$ cat config.mk
export PLATFORM = sky130hd
export DESIGN_NAME = hazard_stall_controller
export DESIGN_NICKNAME = d
export VERILOG_FILES = /design/src/rtl/hazard_stall_controller.sv
export SDC_FILE = /design/constraint.sdc
export NUM_CORES = 1
export LEC_CHECK = 0
export ABC_AREA = 1
export CAP_MARGIN = 20
export CORE_MARGIN = 3
export CORE_UTILIZATION = 56
export DETAILED_ROUTE_END_ITERATION = 12
export PLACE_DENSITY = 0.94
export SETUP_SLACK_MARGIN = 0.3
export SYNTH_ARGS = -nofsm -noshare
export SYNTH_HDL_FRONTEND = slang
export SYNTH_SLANG_ARGS = --single-unit
$ cat constraint.sdc
create_clock -name clock -period 5.8 [get_ports clock]
set_clock_uncertainty 0.15 [all_clocks]
set_input_delay 1.16 -clock clock [delete_from_list [all_inputs] [get_ports clock]]
set_output_delay 1.16 -clock clock [all_outputs]
set_load 0.05 [all_outputs]
$ cat src/rtl/hazard_stall_controller.sv
// Front-end pipeline sequencer: load-use interlock, jump/branch flush and
// data-memory wait freeze, with a saturating stall counter and sticky timeout.
module hazard_stall_controller #(
  parameter int unsigned LOAD_DELAY = 1,
  parameter int unsigned WAIT_MAX   = 255,
  parameter int unsigned CNT_W      = 16
) (
  input  logic             clock,
  input  logic             reset_n,
  input  logic [5:0]       id_opcode,
  input  logic [4:0]       id_rs,
  input  logic [4:0]       id_rt,
  input  logic             ex_mem_read,
  input  logic [4:0]       ex_rt,
  input  logic             id_jump,
  input  logic             ex_branch_taken,
  input  logic             mem_busy,
  output logic             pc_write,
  output logic             ifid_write,
  output logic             ifid_flush,
  output logic             idex_bubble,
  output logic             pipe_hold,
  output logic [CNT_W-1:0] stall_count,
  output logic             mem_timeout,
  output logic [1:0]       state
);

  localparam int unsigned BC_W = 4;
  localparam int unsigned WC_W = 16;
  localparam logic [BC_W-1:0] BC_LOAD = BC_W'(LOAD_DELAY - 1);
  localparam logic [WC_W-1:0] WC_MAX  = WC_W'(WAIT_MAX);

  typedef enum logic [1:0] {
    RUN        = 2'd0,
    LOAD_STALL = 2'd1,
    MEM_WAIT   = 2'd2
  } state_t;

  state_t          cur;
  state_t          nxt;
  state_t          eff;
  logic [BC_W-1:0] bc;
  logic [BC_W-1:0] bc_n;
  logic [WC_W-1:0] wc;
  logic [WC_W-1:0] wc_n;
  logic            timeout_n;
  logic            rt_used;
  logic            hazard;
  logic            pc_c;
  logic            ifid_c;
  logic            flush_c;
  logic            bubble_c;
  logic            hold_c;

  // rt is a source operand only for R-type, sw, beq and bne
  assign rt_used = (id_opcode == 6'b000000) || (id_opcode == 6'b101011) ||
                   (id_opcode == 6'b000100) || (id_opcode == 6'b000101);
  assign hazard  = ex_mem_read && (ex_rt != 5'd0) &&
                   ((ex_rt == id_rs) || ((ex_rt == id_rt) && rt_used));

  always_ff @(posedge clock or negedge reset_n) begin
    if (!reset_n) begin
      cur         <= RUN;
      bc          <= '0;
      wc          <= '0;
      mem_timeout <= 1'b0;
      stall_count <= '0;
    end else begin
      cur         <= nxt;
      bc          <= bc_n;
      wc          <= wc_n;
      mem_timeout <= timeout_n;
      if (!pc_c && (stall_count != {CNT_W{1'b1}}))
        stall_count <= stall_count + CNT_W'(1);
    end
  end

  // Leaving MEM_WAIT behaves exactly like the state it resumes into
  always_comb begin
    nxt       = RUN;
    bc_n      = bc;
    wc_n      = '0;
    timeout_n = mem_timeout;
    pc_c      = 1'b1;
    ifid_c    = 1'b1;
    flush_c   = 1'b0;
    bubble_c  = 1'b0;
    hold_c    = 1'b0;
    eff       = cur;
    if (cur == MEM_WAIT)
      eff = (bc != '0) ? LOAD_STALL : RUN;

    if (mem_busy) begin
      pc_c   = 1'b0;
      ifid_c = 1'b0;
      hold_c = 1'b1;
      nxt    = MEM_WAIT;
      wc_n   = (wc == WC_MAX) ? wc : wc + WC_W'(1);
      if (wc_n == WC_MAX)
        timeout_n = 1'b1;
    end else if (ex_branch_taken) begin
      flush_c  = 1'b1;
      bubble_c = 1'b1;
      bc_n     = '0;
    end else if (eff == LOAD_STALL) begin
      pc_c     = 1'b0;
      ifid_c   = 1'b0;
      bubble_c = 1'b1;
      bc_n     = (bc != '0) ? bc - BC_W'(1) : '0;
      nxt      = (bc > BC_W'(1)) ? LOAD_STALL : RUN;
    end else if (hazard) begin
      pc_c     = 1'b0;
      ifid_c   = 1'b0;
      bubble_c = 1'b1;
      bc_n     = BC_LOAD;
      nxt      = (LOAD_DELAY > 1) ? LOAD_STALL : RUN;
    end else if (id_jump) begin
      flush_c = 1'b1;
    end
  end

  // Reset overrides the combinational controls immediately
  assign pc_write    = reset_n & pc_c;
  assign ifid_write  = reset_n & ifid_c;
  assign ifid_flush  = reset_n & flush_c;
  assign idex_bubble = ~reset_n | bubble_c;
  assign pipe_hold   = reset_n & hold_c;
  assign state       = cur;

endmodule

==> Word level (Yosys, flattened, before mapping) <==
Cells that the tools add are included.
W data, S select, Z words.
{ "totals": {"output_inout_bits": 24, "word_cells": 66, "regBits": 39, "inputBits": 27} }
{ "classes": {"n_bitwise": 6, "addsub": 3, "muxes": 26, "reduce_logical": 15, "n_lt_le_gt_ge": 1, "n_eq_ne": 10} }
{ "ops": {"columns": ["cell", "n"], "rows": [
  ["$add A16 B1 Y16 const B", 2],
  ["$eq A16 B8 Y1 const B", 2],
  ["$mux W16", 2],
  ["$mux W1", 18],
  ["$mux W4", 4],
  ["$ne A16 B16 Y1 const B", 1],
  ["$eq A6 B3 Y1 const B", 2],
  ["$eq A5 B5 Y1", 2],
  ["$eq A6 B6 Y1 const B", 1],
  ["$logic_not A6 Y1", 1],
  ["$reduce_bool A5 Y1", 1],
  ["$gt A4 B1 Y1 const B", 1],
  ["$logic_and A1 B1 Y1", 4],
  ["$logic_or A1 B1 Y1", 4],
  ["$mux W2", 2],
  ["$reduce_and A2 Y1", 2],
  ["$reduce_bool A4 Y1", 1],
  ["$sub A4 B1 Y4 const B", 1],
  ["$and A1 B1 Y1", 3],
  ["$reduce_bool A3 Y1", 1],
  ["$eq A2 B1 Y1 const B", 1],
  ["$eq A2 B2 Y1 const B", 1],
  ["$not A1 Y1", 2],
  ["$logic_not A1 Y1", 1],
  ["$or A1 B1 Y1", 1]
]} }

==> Depth between registers and ports, before layout <==
Gate-level depths: netlist (run 1).
{ "logic_depth": {"depth_word": 13, "ltp_mapped": 14, "depth_no_buf": 13} }

==> Worst setup path after synthesis (run 1) <==
No wires, ideal clock.
{ "synth_timing": {"kind": "input-to-output", "from": "input ex_rt[3]", "to": "output pc_write", "arrival_ns": 2.978, "path_stages": 11, "path_slack_ns": 1.512, "required_time_ns": 4.490, "path_buffers": 2, "path_cell_list": "inv_2 nand3_1 o31ai_1 inv_1 nand2_1 nand2_2 nand2_2 nand2_4 buf_2 nor2_1 buf_4"} }
{ "synth_between": {"elab_chain_len": 9, "word_cells_on_any_way": 12, "classes_between": "eq/ne: 2; mux: 4; bitwise: 1; reduce/logical: 5"} }
{ "synth_lines": {"columns": ["element", "line", "text"], "rows": [
  ["start, declared", "14", "input logic [4:0] ex_rt,"],
  ["$eq A5 B5 Y1", "59", "((ex_rt == id_rs) || ((ex_rt == id_rt) && rt_used));"],
  ["$logic_and A1 B1 Y1", "59", null],
  ["$logic_or A1 B1 Y1", "59", null],
  ["$logic_and A1 B1 Y1 (*)", "58", "assign hazard = ex_mem_read && (ex_rt != 5'd0) &&"],
  ["$mux W1 (*) (4 in series)", null, null],
  ["$and A1 B1 Y1 (*)", null, null],
  ["end, declared", "18", "output logic pc_write,"]
]} }
Every way passes the cells marked *; elsewhere a longest branch is shown, timed or not.

==> Worst setup path after layout (run 1) <==
{ "layout_timing": {"from": "input ex_rt[2]", "to": "output pc_write"} }
{ "layout_between": {"elab_chain_len": 9, "word_cells_on_any_way": 12, "classes_between": "eq/ne: 2; mux: 4; bitwise: 1; reduce/logical: 5"} }
{ "layout_lines": {"columns": ["element", "line", "text"], "rows": [
  ["$eq A5 B5 Y1", "59", null],
  ["$logic_and A1 B1 Y1", "59", null],
  ["$logic_or A1 B1 Y1", "59", null],
  ["$logic_and A1 B1 Y1 (*)", "58", null],
  ["$mux W1 (*)", "111", "end else if (hazard) begin"],
  ["$mux W1 (*)", "105", "end else if (eff == LOAD_STALL) begin"],
  ["$mux W1 (*)", "101", "end else if (ex_branch_taken) begin"],
  ["$mux W1 (*)", "93", "if (mem_busy) begin"],
  ["$and A1 B1 Y1 (*)", "123", "assign pc_write = reset_n & pc_c;"]
]} }
Marked as above.

==> reports/qor.csv, run 1 <==
metric;value;unit
P per Cell Area;227.6;mW/mm²
drt wl/cell;12.91;µm
HP Class;reg -> reg;
vias per cell;5.295;
clock latency on the worst-skew pair;290;ps
setup_tns;0;ps
Max Freq;209.0;MHz
slew of the pin with the lowest slew margin;538.1;ps
Residual DRC;0;
# IOs;51;
Final Max Slew Viols;0;
Post-CTS Setup Inserts;0;
post-synth cell types;31;
first-pass GRT wire length;10.37;mm
Overflow after GRT;0;
cell area after synthesis;0.002587;mm²
synthesized instance count;370;
Inserted Diodes;0;
die area;0.005472;mm²
Hold Buf Count CTS;0;
DRT Pass-1 Iters;4;
Layout Nets;451;
CTS H-tree lvls;2;
Final Hold Vio Count;0;
num rows;24;
Clock Pin Slew Worst Setup and Hold Paths;80;ps
CP Launch Type;input port;
Max VDD drop;312.9;µV
Hold Slack;317.5;ps
core footprint;0.004414;mm²
Worst slew margin;64.01;%
sequential cell area fraction in the yosys report;37.72;%
layout cell share with drive strength beyond 1;6.619;%
pin count of the biggest net entering global routing;23;
number of synthesized register bits;39;
CP Max Fanout;19;
static leakage;0.001555;µW
Ys Warns;0;
Setup CP Type;in -> out;
most frequent cells in the layout;nand2_1, clkdlybuf4s50_1, inv_1;
total CTS buffers;5;
clock buffer depth;2;
CTS root buffer;clkbuf_8;
Die Y;73.98;µm
minimum clock period;4784;ps
initial antenna violation count;0;
drt total wl;6.133;mm
CP arrival;3470;ps
Initial Util;58.62;%
post-route ant nets;0;
MaxCap Viol Count;0;
status;finished, final reports clean;
RSZ-0062 raised after global routing;false;
IO buf count;50;
vias post-DR;2515;
TritonCTS Sinks;39;
Final Cycle Share;82.49;%
CP Capture Type;primary output;
width of the die;73.98;µm
Mapped Nets;399;
Detailed Place HPWL;4.516;mm
initial DRC count;161;
Final setup viols;0;
routability cong.;0.8694;
CTS tree;built;
Worst Path Required;4490;ps
commonest non-fill, non-tap cell in the layout;nand2_1;
number of global-route vias before repair;2468;
GRT Overall Usage;23.82;%
PostCTS Resize Cnt;0;
syn avg cell area;6.993;µm²
Area Overhead vs Synth;24.90;%
==> stage by stage <==
step                      cell area (µm²)  total power, µW  setup slack (ps)  util [%]  instances
after floorplan                      2587            424.8              1512         -        370
after global placement               3114            491.1              1097     70.55        467
after detailed placement             3114            497.0              1016     70.55        467
after CTS                            3232            739.5              1009     73.21        475
after global routing                 3232            762.3             837.5     73.21        475
final                                3232            735.5              1016     73.21        475
==> synth_stat cells <==
master    number  area share [%]
dfrtp_1       39              38
clkbuf_1       1            0.14
ha_1           2            0.97
nor3_2         2            0.77
clkinv_1       1            0.14
or2_1          1            0.24
o21ai_0        7             1.4
nand3b_1       3            0.87
nand3_2        1            0.39
buf_8          1            0.58
nand2_1      106              15
o21ai_1        2            0.39
nand2_2        2            0.48
nand4_4        1            0.82
nor3_1        11             2.1
inv_2          7             1.0
xnor2_1        6             2.0
inv_1         48             7.0
buf_2          3            0.58
a21oi_1        9             1.7
buf_4          1            0.29
xor2_1        23             7.8
nor2_2         2            0.48
nand2_4        2            0.87
o21ai_2        1            0.34
nor2_1        44             6.4
nand4_1        6             1.5
o21a_1         2            0.58
o31ai_1        1            0.29
nor4_1         1            0.24
nand3_1       34             6.6
==> flip-flops by register name (all words and copies together), names as in the netlist <==
signal / flops
mem_timeout: 1
state: 2
wc: 16
bc: 4
stall_count: 16
==> path summary, 6_finish.rpt <==
check | from | to | slack, ps | cells past startpoint
min in group asynchronous | reset_n | state[1] | 660 | 1
setup reg to reg | wc[0] | mem_timeout | 3550 | 13
max in group asynchronous | reset_n | stall_count[8] | 4180 | 2
hold / removal | mem_timeout | mem_timeout | 320 | 2
hold reg to reg | mem_timeout | mem_timeout | 320 | 2
setup / recovery | ex_rt[2] | pc_write | 1020 | 11
==> logic make-up (layout without fill, tap and decap cells) <==
kind of cell | Yosys count | after routing | share of synthesized area [%]
and+or+nand+nor | 216 | 216 | 37.09
xor gates and xnor gates | 29 | 29 | 9.816
adders and majority gates | 2 | 2 | 0.9670
buffers and inverters | 62 | 115 | 9.719
AOI/OAI and AO/OA | 22 | 22 | 4.690
DFF | 39 | 39 | 37.72
==> routing by layer <==
layer  vias to the layer above  part of all wire [%]  GRT usage, %
li1                       1265                     -             -
met1                      1178                    44         30.42
met2                        59                    50         40.85
met3                        13                   3.8         4.324
met4                         0                   1.9         7.847
met5                         -                     0             0
==> worst max-delay path, stage by stage <==
cell and delay, ps:
clkdlybuf4s50_1 550, xor2_1 180, nor2_1 60, nand3_1 70, o21ai_0 70, nand2_1 110, nand2_2 60, nand2_2 70
nand2_4 150, nor2_1 170, clkdlybuf4s50_1 820
==> layout make-up <==
type / instances / area (µm²)
Clock buffer: 6 / 82.58
Clock inverter: 2 / 35.03
Fill cell: 341 / 1182
Inverter: 56 / 210.2
Multi-Input combinational cell: 269 / 1360
Sequential cell: 39 / 975.9
Tap cell: 52 / 65.06
Timing Repair Buffer: 51 / 503.0
==> power breakdown <==
part / internal, µW / total, µW / switching (µW)
sequential: 287 / 312 / 24.7
combinational: 68.2 / 183 / 115
clock: 139 / 240 / 101
total: 495 / 735 / 241
No activity file was read; power rests on OpenSTA's default activity.
==> run 2: changes to the inputs <==
--- a/config.mk
+++ b/config.mk
@@ -8,9 +8,9 @@
 export ABC_AREA = 1
 export CAP_MARGIN = 20
 export CORE_MARGIN = 3
-export CORE_UTILIZATION = 56
+export CORE_UTILIZATION = 47
 export DETAILED_ROUTE_END_ITERATION = 12
-export PLACE_DENSITY = 0.94
+export PLACE_DENSITY = 0.85
 export SETUP_SLACK_MARGIN = 0.3
 export SYNTH_ARGS = -nofsm -noshare
 export SYNTH_HDL_FRONTEND = slang
==> constraint.sdc (replaced) <==
create_clock -name clock -period 4.05 [get_ports clock]
set_clock_uncertainty 0.15 [all_clocks]
set_input_delay 0.81 -clock clock [delete_from_list [all_inputs] [get_ports clock]]
set_output_delay 0.81 -clock clock [all_outputs]
set_load 0.05 [all_outputs]
==> run 2 against run 1 <==
Against the previous run:
- die area is 18% higher
- clock-buffer cell count up 1
- non-clock buffer count did not move
- flip-flop and latch count is the same
- first-iteration DRC count down 5.6%
- sequential power grew 43%
- via count down 3.1%
- highest routed layer unchanged
==> reports/qor.csv, run 2 (same netlist as run 1, synthesis figures left out) <==
metric;value;unit
Die Y;80.20;µm
CP Launch Type;input port;
commonest non-fill, non-tap cell in the layout;nand2_1;
dpl ws;463.2;ps
Worst slew margin;64.16;%
initial antenna violation count;0;
WL met2;3.015;mm
minimum clock period;3580;ps
Max VDD drop;376.4;µV
slew of the pin with the lowest slew margin;536.0;ps
Inserted Diodes;0;
Final Instance Area;0.003258;mm²
clock latency on the worst-skew pair;290;ps
most frequent cells in the layout;nand2_1, inv_1, clkdlybuf4s50_1;
first-pass GRT wire length;10.55;mm
met1 wire length;2.699;mm
DRT Pass-1 Iters;5;
Detailed Place HPWL;4.503;mm
Critical Path Source;ex_rt[1];
Final Core Density;62.60;%
CP Max Fanout;19;
MaxCap Viol Count;0;
routability cong.;0.8583;
initial DRC count;152;
CTS tree;built;
width of the die;80.20;µm
drt wl/cell;12.13;µm
setup_tns;0;ps
Layout Nets;451;
Worst Path Required;3090;ps
num rows;26;
vias post-DR;2436;
P per Cell Area;297.8;mW/mm²
total CTS buffers;5;
Worst Slack Setup Final;470.2;ps
die area;0.006431;mm²
Final Hold Vio Count;0;
post-route ant nets;0;
HP Class;in -> async;
IO buf count;50;
CP Capture Type;primary output;
# IOs;51;
Final Max Slew Viols;0;
Cell Area, Placed;0.003177;mm²
Top Registers;stall_count x16, wc x16, bc x4;
pin count of the biggest net entering global routing;31;
Final setup viols;0;
Initial Util;49.71;%
GRT Overall Usage;20.50;%
static leakage;0.001557;µW
Overflow after GRT;0;
Residual DRC;0;
CP arrival;2620;ps
TritonCTS Sinks;39;
CTS H-tree lvls;2;
Max Freq;279.3;MHz
Area Overhead vs Synth;25.92;%
Post-CTS Setup Inserts;0;
core footprint;0.005205;mm²
Clock Pin Slew Worst Setup and Hold Paths;80;ps
number of global-route vias before repair;2426;
status;finished, final reports clean;
vias per cell;4.941;
drt total wl;5.982;mm
RSZ-0062 raised after global routing;false;
Setup CP Type;in -> out;
layout cell share with drive strength beyond 1;7.092;%
Top Layer Used;met4;
met3 WL;232;µm
CTS root buffer;clkbuf_8;
Hold Buf Count CTS;0;
RR Startpoint;wc[0];
clock buffer depth;2;
PostCTS Resize Cnt;0;
Final Cycle Share;88.39;%
==> run 2: metrics by stage <==
stage | power [µW] | instances | hold WS [ps]
final | 970.3 | 493 | 240.3
after global routing | 1024 | 493 | 239.1
after floorplan | 608.4 | 370 | 323.4
after detailed placement | 717.0 | 485 | 308.6
after CTS | 978.1 | 493 | 238.2
after global placement | 710.9 | 485 | 299.1
==> run 2: power by group <==
group          switching (µW)  internal [µW]  leakage, µW
sequential               34.8            411     0.000528
clock                     139            121    0.0000422
combinational             162            102     0.000987
total                     336            634      0.00156
==> run 2: layer usage <==
metal / vias up / track usage, %
li1: 1263 / -
met1: 1120 / 25.64
met2: 49 / 34.85
met3: 4 / 5.942
met4: 0 / 4.730
met5: - / 0
==> run 2: worst max-delay path: stages <==
cell and delay [ps]:
clkdlybuf4s50_1 540, xor2_1 170, nor2_1 60, nand3_1 50, o21ai_0 80, nand2_1 100, nand2_2 60, nand2_2 70
nand2_4 140, nor2_1 350, buf_12 190
==> run 2: final timing paths <==
check	to	cells after the start	slack (ps)
max	ifid_write	11	470
min	stall_count[13]	1	240
max reg2reg	mem_timeout	13	1800
min reg2reg	mem_timeout	2	320
max in group asynchronous	wc[7]	2	2840
min in group clock	mem_timeout	2	320
==> run 2: layout make-up <==
type                            count  area (µm²)
Sequential cell                    39       975.9
Multi-Input combinational cell    269        1360
Inverter                           56       210.2
Clock inverter                      1       5.005
Tap cell                           70       87.58
Timing Repair Buffer               51       543.0
Fill cell                         444        1947
Clock buffer                        7       76.32
